`src/rtl/addr_stream_reader_if.sv`:
```
// Stream/memory bundle between the address generator, the read memory and the
// downstream datapath, as seen by addr_stream_reader.
interface addr_stream_reader_if #(
  parameter int ADDR_W = 10,
  parameter int DATA_W = 32
) ();
  logic              run;
  logic              gen_done;
  logic              addr_valid;
  logic              addr_ready;
  logic [ADDR_W-1:0] addr;
  logic              mem_en;
  logic [ADDR_W-1:0] mem_addr;
  logic [DATA_W-1:0] mem_rdata;
  logic              data_valid;
  logic              data_ready;
  logic [DATA_W-1:0] data;
  logic [ADDR_W:0]   count;
  logic              done;

  // master: the reader itself
  modport master (
    input  run, gen_done, addr_valid, addr, mem_rdata, data_ready,
    output addr_ready, mem_en, mem_addr, data_valid, data, count, done
  );

  // slave: generator, memory and downstream consumer around the reader
  modport slave (
    output run, gen_done, addr_valid, addr, mem_rdata, data_ready,
    input  addr_ready, mem_en, mem_addr, data_valid, data, count, done
  );
endinterface

```
`src/rtl/addr_stream_reader.sv`:
```
// Address-stream consumer: turns accepted addresses into 1-cycle-latency memory
// reads and hands the returned words downstream through a 2-entry buffer.
module addr_stream_reader #(
  parameter int ADDR_W = 10,
  parameter int DATA_W = 32
) (
  input  logic                 clk,
  input  logic                 rst,
  addr_stream_reader_if.master bus
);

  logic [1:0]              occ_q, occ_d, occ_next;
  logic                    inflight_q, inflight_d;
  logic [ADDR_W:0]         count_q, count_d;
  logic                    seen_q, seen_d;
  logic                    done_q, done_d;
  logic                    pop, push, accept, addr_ready;
  logic [1:0]              wr_slot;
  logic [1:0][DATA_W-1:0]  fifo_flat;

  always_comb begin
    pop        = (occ_q != 2'd0) && bus.data_ready;
    push       = inflight_q;
    // Reads in flight reserve a slot, so the buffer can never overflow.
    addr_ready = !bus.run && (((occ_q + {1'b0, inflight_q}) < 2'd2) || pop);
    accept     = bus.addr_valid && addr_ready;
    wr_slot    = occ_q - {1'b0, pop};
    occ_next   = occ_q + {1'b0, push} - {1'b0, pop};

    occ_d      = occ_next;
    inflight_d = accept;
    count_d    = count_q;
    if (pop && (count_q != '1)) begin
      count_d = count_q + {{ADDR_W{1'b0}}, 1'b1};
    end
    seen_d = seen_q | bus.gen_done;
    // Judged on the post-edge state, so done rises as the last word leaves.
    done_d = done_q | ((seen_q | bus.gen_done) && (occ_next == 2'd0) && !accept);

    if (bus.run) begin
      occ_d      = 2'd0;
      inflight_d = 1'b0;
      count_d    = '0;
      seen_d     = 1'b0;
      done_d     = 1'b0;
    end
  end

  always_ff @(posedge clk) begin
    if (rst) begin
      occ_q      <= 2'd0;
      inflight_q <= 1'b0;
      count_q    <= '0;
      seen_q     <= 1'b0;
      done_q     <= 1'b0;
    end else begin
      occ_q      <= occ_d;
      inflight_q <= inflight_d;
      count_q    <= count_d;
      seen_q     <= seen_d;
      done_q     <= done_d;
    end
  end

  // Entry 0 is always the head; a pop shifts entry 1 down and the returning
  // word lands in the first free slot after that shift.
  genvar gi;
  generate
    for (gi = 0; gi < 2; gi++) begin : g_entry
      logic [DATA_W-1:0] entry_q, entry_d;

      always_comb begin
        entry_d = entry_q;
        if (pop) begin
          entry_d = (gi == 0) ? fifo_flat[1] : entry_q;
        end
        if (push && (wr_slot == 2'(gi))) begin
          entry_d = bus.mem_rdata;
        end
      end

      always_ff @(posedge clk) begin
        if (rst) begin
          entry_q <= '0;
        end else begin
          entry_q <= entry_d;
        end
      end

      assign fifo_flat[gi] = entry_q;
    end
  endgenerate

  assign bus.addr_ready = addr_ready;
  assign bus.mem_en     = accept;
  assign bus.mem_addr   = bus.addr;
  assign bus.data_valid = (occ_q != 2'd0);
  assign bus.data       = fifo_flat[0];
  assign bus.count      = count_q;
  assign bus.done       = done_q;

endmodule

```
`src/flat_wrapper.sv`:
```
// flat-port wrapper written by rule: the top's interface ports become plain ports
module addr_stream_reader_flat 
#(
  parameter int ADDR_W = 10,
  parameter int DATA_W = 32
)
  (clk, rst, bus_run, bus_gen_done, bus_addr_valid, bus_addr, bus_mem_rdata, bus_data_ready, bus_addr_ready, bus_mem_en, bus_mem_addr, bus_data_valid, bus_data, bus_count, bus_done);
  addr_stream_reader_if #(.ADDR_W(ADDR_W), .DATA_W(DATA_W)) bus_i ();
  input  logic clk;
  input  logic rst;
  input wire logic [$bits(bus_i.run)-1:0] bus_run;
  input wire logic [$bits(bus_i.gen_done)-1:0] bus_gen_done;
  input wire logic [$bits(bus_i.addr_valid)-1:0] bus_addr_valid;
  input wire logic [$bits(bus_i.addr)-1:0] bus_addr;
  input wire logic [$bits(bus_i.mem_rdata)-1:0] bus_mem_rdata;
  input wire logic [$bits(bus_i.data_ready)-1:0] bus_data_ready;
  output wire logic [$bits(bus_i.addr_ready)-1:0] bus_addr_ready;
  output wire logic [$bits(bus_i.mem_en)-1:0] bus_mem_en;
  output wire logic [$bits(bus_i.mem_addr)-1:0] bus_mem_addr;
  output wire logic [$bits(bus_i.data_valid)-1:0] bus_data_valid;
  output wire logic [$bits(bus_i.data)-1:0] bus_data;
  output wire logic [$bits(bus_i.count)-1:0] bus_count;
  output wire logic [$bits(bus_i.done)-1:0] bus_done;
  assign bus_i.run = bus_run;
  assign bus_i.gen_done = bus_gen_done;
  assign bus_i.addr_valid = bus_addr_valid;
  assign bus_i.addr = bus_addr;
  assign bus_i.mem_rdata = bus_mem_rdata;
  assign bus_i.data_ready = bus_data_ready;
  assign bus_addr_ready = bus_i.addr_ready;
  assign bus_mem_en = bus_i.mem_en;
  assign bus_mem_addr = bus_i.mem_addr;
  assign bus_data_valid = bus_i.data_valid;
  assign bus_data = bus_i.data;
  assign bus_count = bus_i.count;
  assign bus_done = bus_i.done;
  addr_stream_reader #(.ADDR_W(ADDR_W), .DATA_W(DATA_W)) u_core (.clk(clk), .rst(rst), .bus(bus_i));
endmodule
```
`config.mk`:
```
export PLATFORM = sky130hd
export DESIGN_NAME = addr_stream_reader_flat
export DESIGN_NICKNAME = d
export VERILOG_FILES = /design/src/rtl/addr_stream_reader_if.sv /design/src/rtl/addr_stream_reader.sv /design/src/flat_wrapper.sv
export SDC_FILE = /design/constraint.sdc
export NUM_CORES = 1
export LEC_CHECK = 0
export ABC_AREA = 0
export BUFFER_PORTS_ARGS = -buffer_cell sky130_fd_sc_hd__buf_2
export CORE_MARGIN = 3
export CORE_UTILIZATION = 26
export CTS_CLUSTER_DIAMETER = 200
export DETAILED_ROUTE_END_ITERATION = 8
export GPL_TIMING_DRIVEN = 1
export PLACE_DENSITY = 0.55
export SLEW_MARGIN = 20
export SYNTH_ARGS = -nofsm -noshare
export SYNTH_HDL_FRONTEND = slang
export SYNTH_SLANG_ARGS = --single-unit
```
`constraint.sdc`:
```
create_clock -name clk -period 1.9 [get_ports clk]
set_input_delay 0.19 -clock clk [delete_from_list [all_inputs] [get_ports clk]]
set_output_delay 0.19 -clock clk [all_outputs]
set_load 0.01 [all_outputs]
```
==> run summary <==
clock tree sinks - 80
Critical Path, Cell by Cell - ha_4 -> xor2_2 -> a221oi_2 -> nand2_1 -> inv_1 -> buf_2
Die Y - 119 µm
first-pass GRT wire length - 14400 µm
HPWL Detailed - 5530 µm
post-route clock skew - 6.09 ps
Final Cell Area - 0.00423 mm²
slew margin rel. - 55.0%
commonest cells after routing, fill and taps aside - nand2_1 (136), buf_2 (84), dfxtp_1 (78), nor2_1 (44), a21oi_1 (38)
largest net degree at the start of global routing - 66
status - finished clean
Worst Hold Class - input pin to flip-flop
DR vias - 3097
Clock Tree Buf Depth - 2
synthesis-to-layout area growth - 26.8%
drt via density - 4.70
Synth Flop Type - dfxtp_1
#FFs+latches synth - 80
total track usage - 12.5%
min-delay src - bus_gen_done
worst hold path depth - 3
synth warn - 0
Reg-to-Reg End - u_core.bus.count[5]
Max Cap Viol - 0
Yosys top cell by area - dfxtp_1
1st-iter DRT viols - 224
Antenna Nets Post-Route - 0
vias in the first global route - 2981
Post-Synthesis Mean Instance Area - 7.92 µm²
CP max FO - 4
R2R setup slack - 120 ps
maximum vdd ir drop - 0.000427 V
worst path required time - 1710 ps
ant diodes - 0
FP Rows - 40
initial antenna violation count - 1
worst setup path startpoint - u_core.occ_q[0]
drt wl/cell - 13.0 µm
Post-synth EDFFs - 0
clock root cell - clkbuf_16
Netlist cell types - 38
reg2reg start - u_core.bus.count[0]
Async SR Flop Fraction - 0%
global placer's final weighted congestion - 0.738
Inserted Clock Buffers - 9
Slew Limit Fails - 0
Initial Util - 27.2%
Hold WS - 82.8 ps
total power - 0.00388 W
share of layout cells above drive strength 1 - 24.2%
final critical-path required period - 1850 ps
final critical-path share of the clock period - 97.6%
hold endpoint - u_core.seen_q
Initial DRT Pass Iterations - 4
RSZ-0062 raised after global routing - yes
WS Path Type - flip-flop to output port
Cell Pwr Density - 919 mW/mm²
Post-Syn Nets - 473
Cells after Synth - 421
Hold Fails Final Rpt - 0
top cells by area, synth - dfxtp_1 (48%), nand2_1 (15%), a311oi_1 (8.4%), a21oi_1 (5.7%), nor2_1 (5.0%)
total grt overflow - 0
IO buf count - 84
Post-Syn Area - 0.00333 mm²
core area - 0.0123 mm²
most common cell after layout, fill and taps aside - nand2_1
Static Leak - 1.65 nW
Hold-fix buffers, CTS - 0
die area - 0.0142 mm²
clk slew on worst S/H paths - 60 ps
I/O pin cnt - 105
Critical Path End Type - output port
final net count - 538
slowest CP cell - dfxtp_2
post-synthesis sequential area ratio - 48.0%
CTS tree - yes
# setup viols final - 0
H-tree levels - 3
Die X - 119 µm
Reg2Reg Depth - 5
critical path startpoint category - flip-flop
drt total wl - 8590 µm
number of remaining DRC errors - 0
WP data arrival - 1660 ps
post-synth top area share - 48.0%
Clk Latency, worst-skew pair - 340 ps
Slew @ Worst Pin - 676 ps
fmax - 539 MHz
Critical Path Max Stage Delay - 350 ps
placed instance area - 0.00386 mm²
[routing by layer]
layer / part of all wire [%] / global-route usage [%] / vias to the layer above
li1: - / - / 1555
met1: 46 / 15.5 / 1434
met2: 45 / 19.7 / 87
met3: 6.8 / 4.08 / 19
met4: 2.2 / 5.79 / 2
met5: 0.081 / 0 / -
[how the worst max path moves through the flow]
stage                                to
finish                       bus_mem_en
global route                 bus_mem_en
floorplan            u_core.bus.data[0]
detailed placement  u_core.bus.count[5]
CTS                          bus_mem_en
global placement    u_core.bus.count[5]
[cell type report]
type | count | area, µm²
repair buffers | 95 | 532
multi-input cells | 294 | 1540
clock inverters | 3 | 65.1
well taps | 168 | 210
inverters | 6 | 22.5
fillers | 1284 | 8030
clock buffers | 13 | 250
flip-flops and latches | 80 | 1600
[cell usage after synthesis, drive strengths merged, types with 3 or more instances]
cell and count:
a21oi 38, a311oi 32, buf 21, clkbuf 20, dfxtp 80, ha 4
inv 6, nand2 136, nand3 6, nor2 44, o21ai 3, or3 3
xnor2 3
[cell families after synthesis]
family	share of synthesized area [%]
adders and majority gates	1.50
AOI/OAI and AO/OA	18.0
and+or+nand+nor	23.9
buffers and inverters	7.13
muxes	0.300
DFF	48.0
xor gates and xnor gates	1.05
[sequential cells by signal, summed over array words and instances, names as in the netlist]
signal,count
u_core.bus.count,11
u_core.bus.data,32
u_core.seen_q,1
u_core.inflight_q,1
u_core.occ_q,2
u_core.g_entry.entry_q,32
u_core.bus.done,1
[critical path, delay by kind of cell (launching register included)]
| family | cells | cell delay [ps] |
|---|---|---|
| fa+ha+maj | 1 | 180 |
| simple gates | 1 | 130 |
| flops | 1 | 350 |
| buf+inv | 2 | 200 |
| xor+xnor | 1 | 200 |
| compound gates | 1 | 270 |
[metrics by stage]
step / cells / util, % / setup TNS [ps] / setup WS (ps)
5_1_grt: 659 / 34.5 / -54.7 / -48.8
3_5_place_dp: 641 / 31.5 / 0 / 74.7
4_1_cts: 657 / 34.2 / 0 / 22.5
6_report: 659 / 34.5 / 0 / 46.2
2_1_floorplan: 421 / - / 0 / 11.5
3_3_place_gp: 641 / 31.5 / 0 / 127
[power breakdown]
part | switching (W) | internal [W] | total, W
registers | 0.0000272 | 0.00173 | 0.00176
clock network | 0.000659 | 0.00119 | 0.00184
logic | 0.000168 | 0.000117 | 0.000285
[what timing repair did]
item,4_1_cts,5_1_grt
setup endpoints to repair,1,3
pin swaps,0,2
gates resized for setup,4,5
setup buffers,0,2
(Power assumes the default switching activity.)
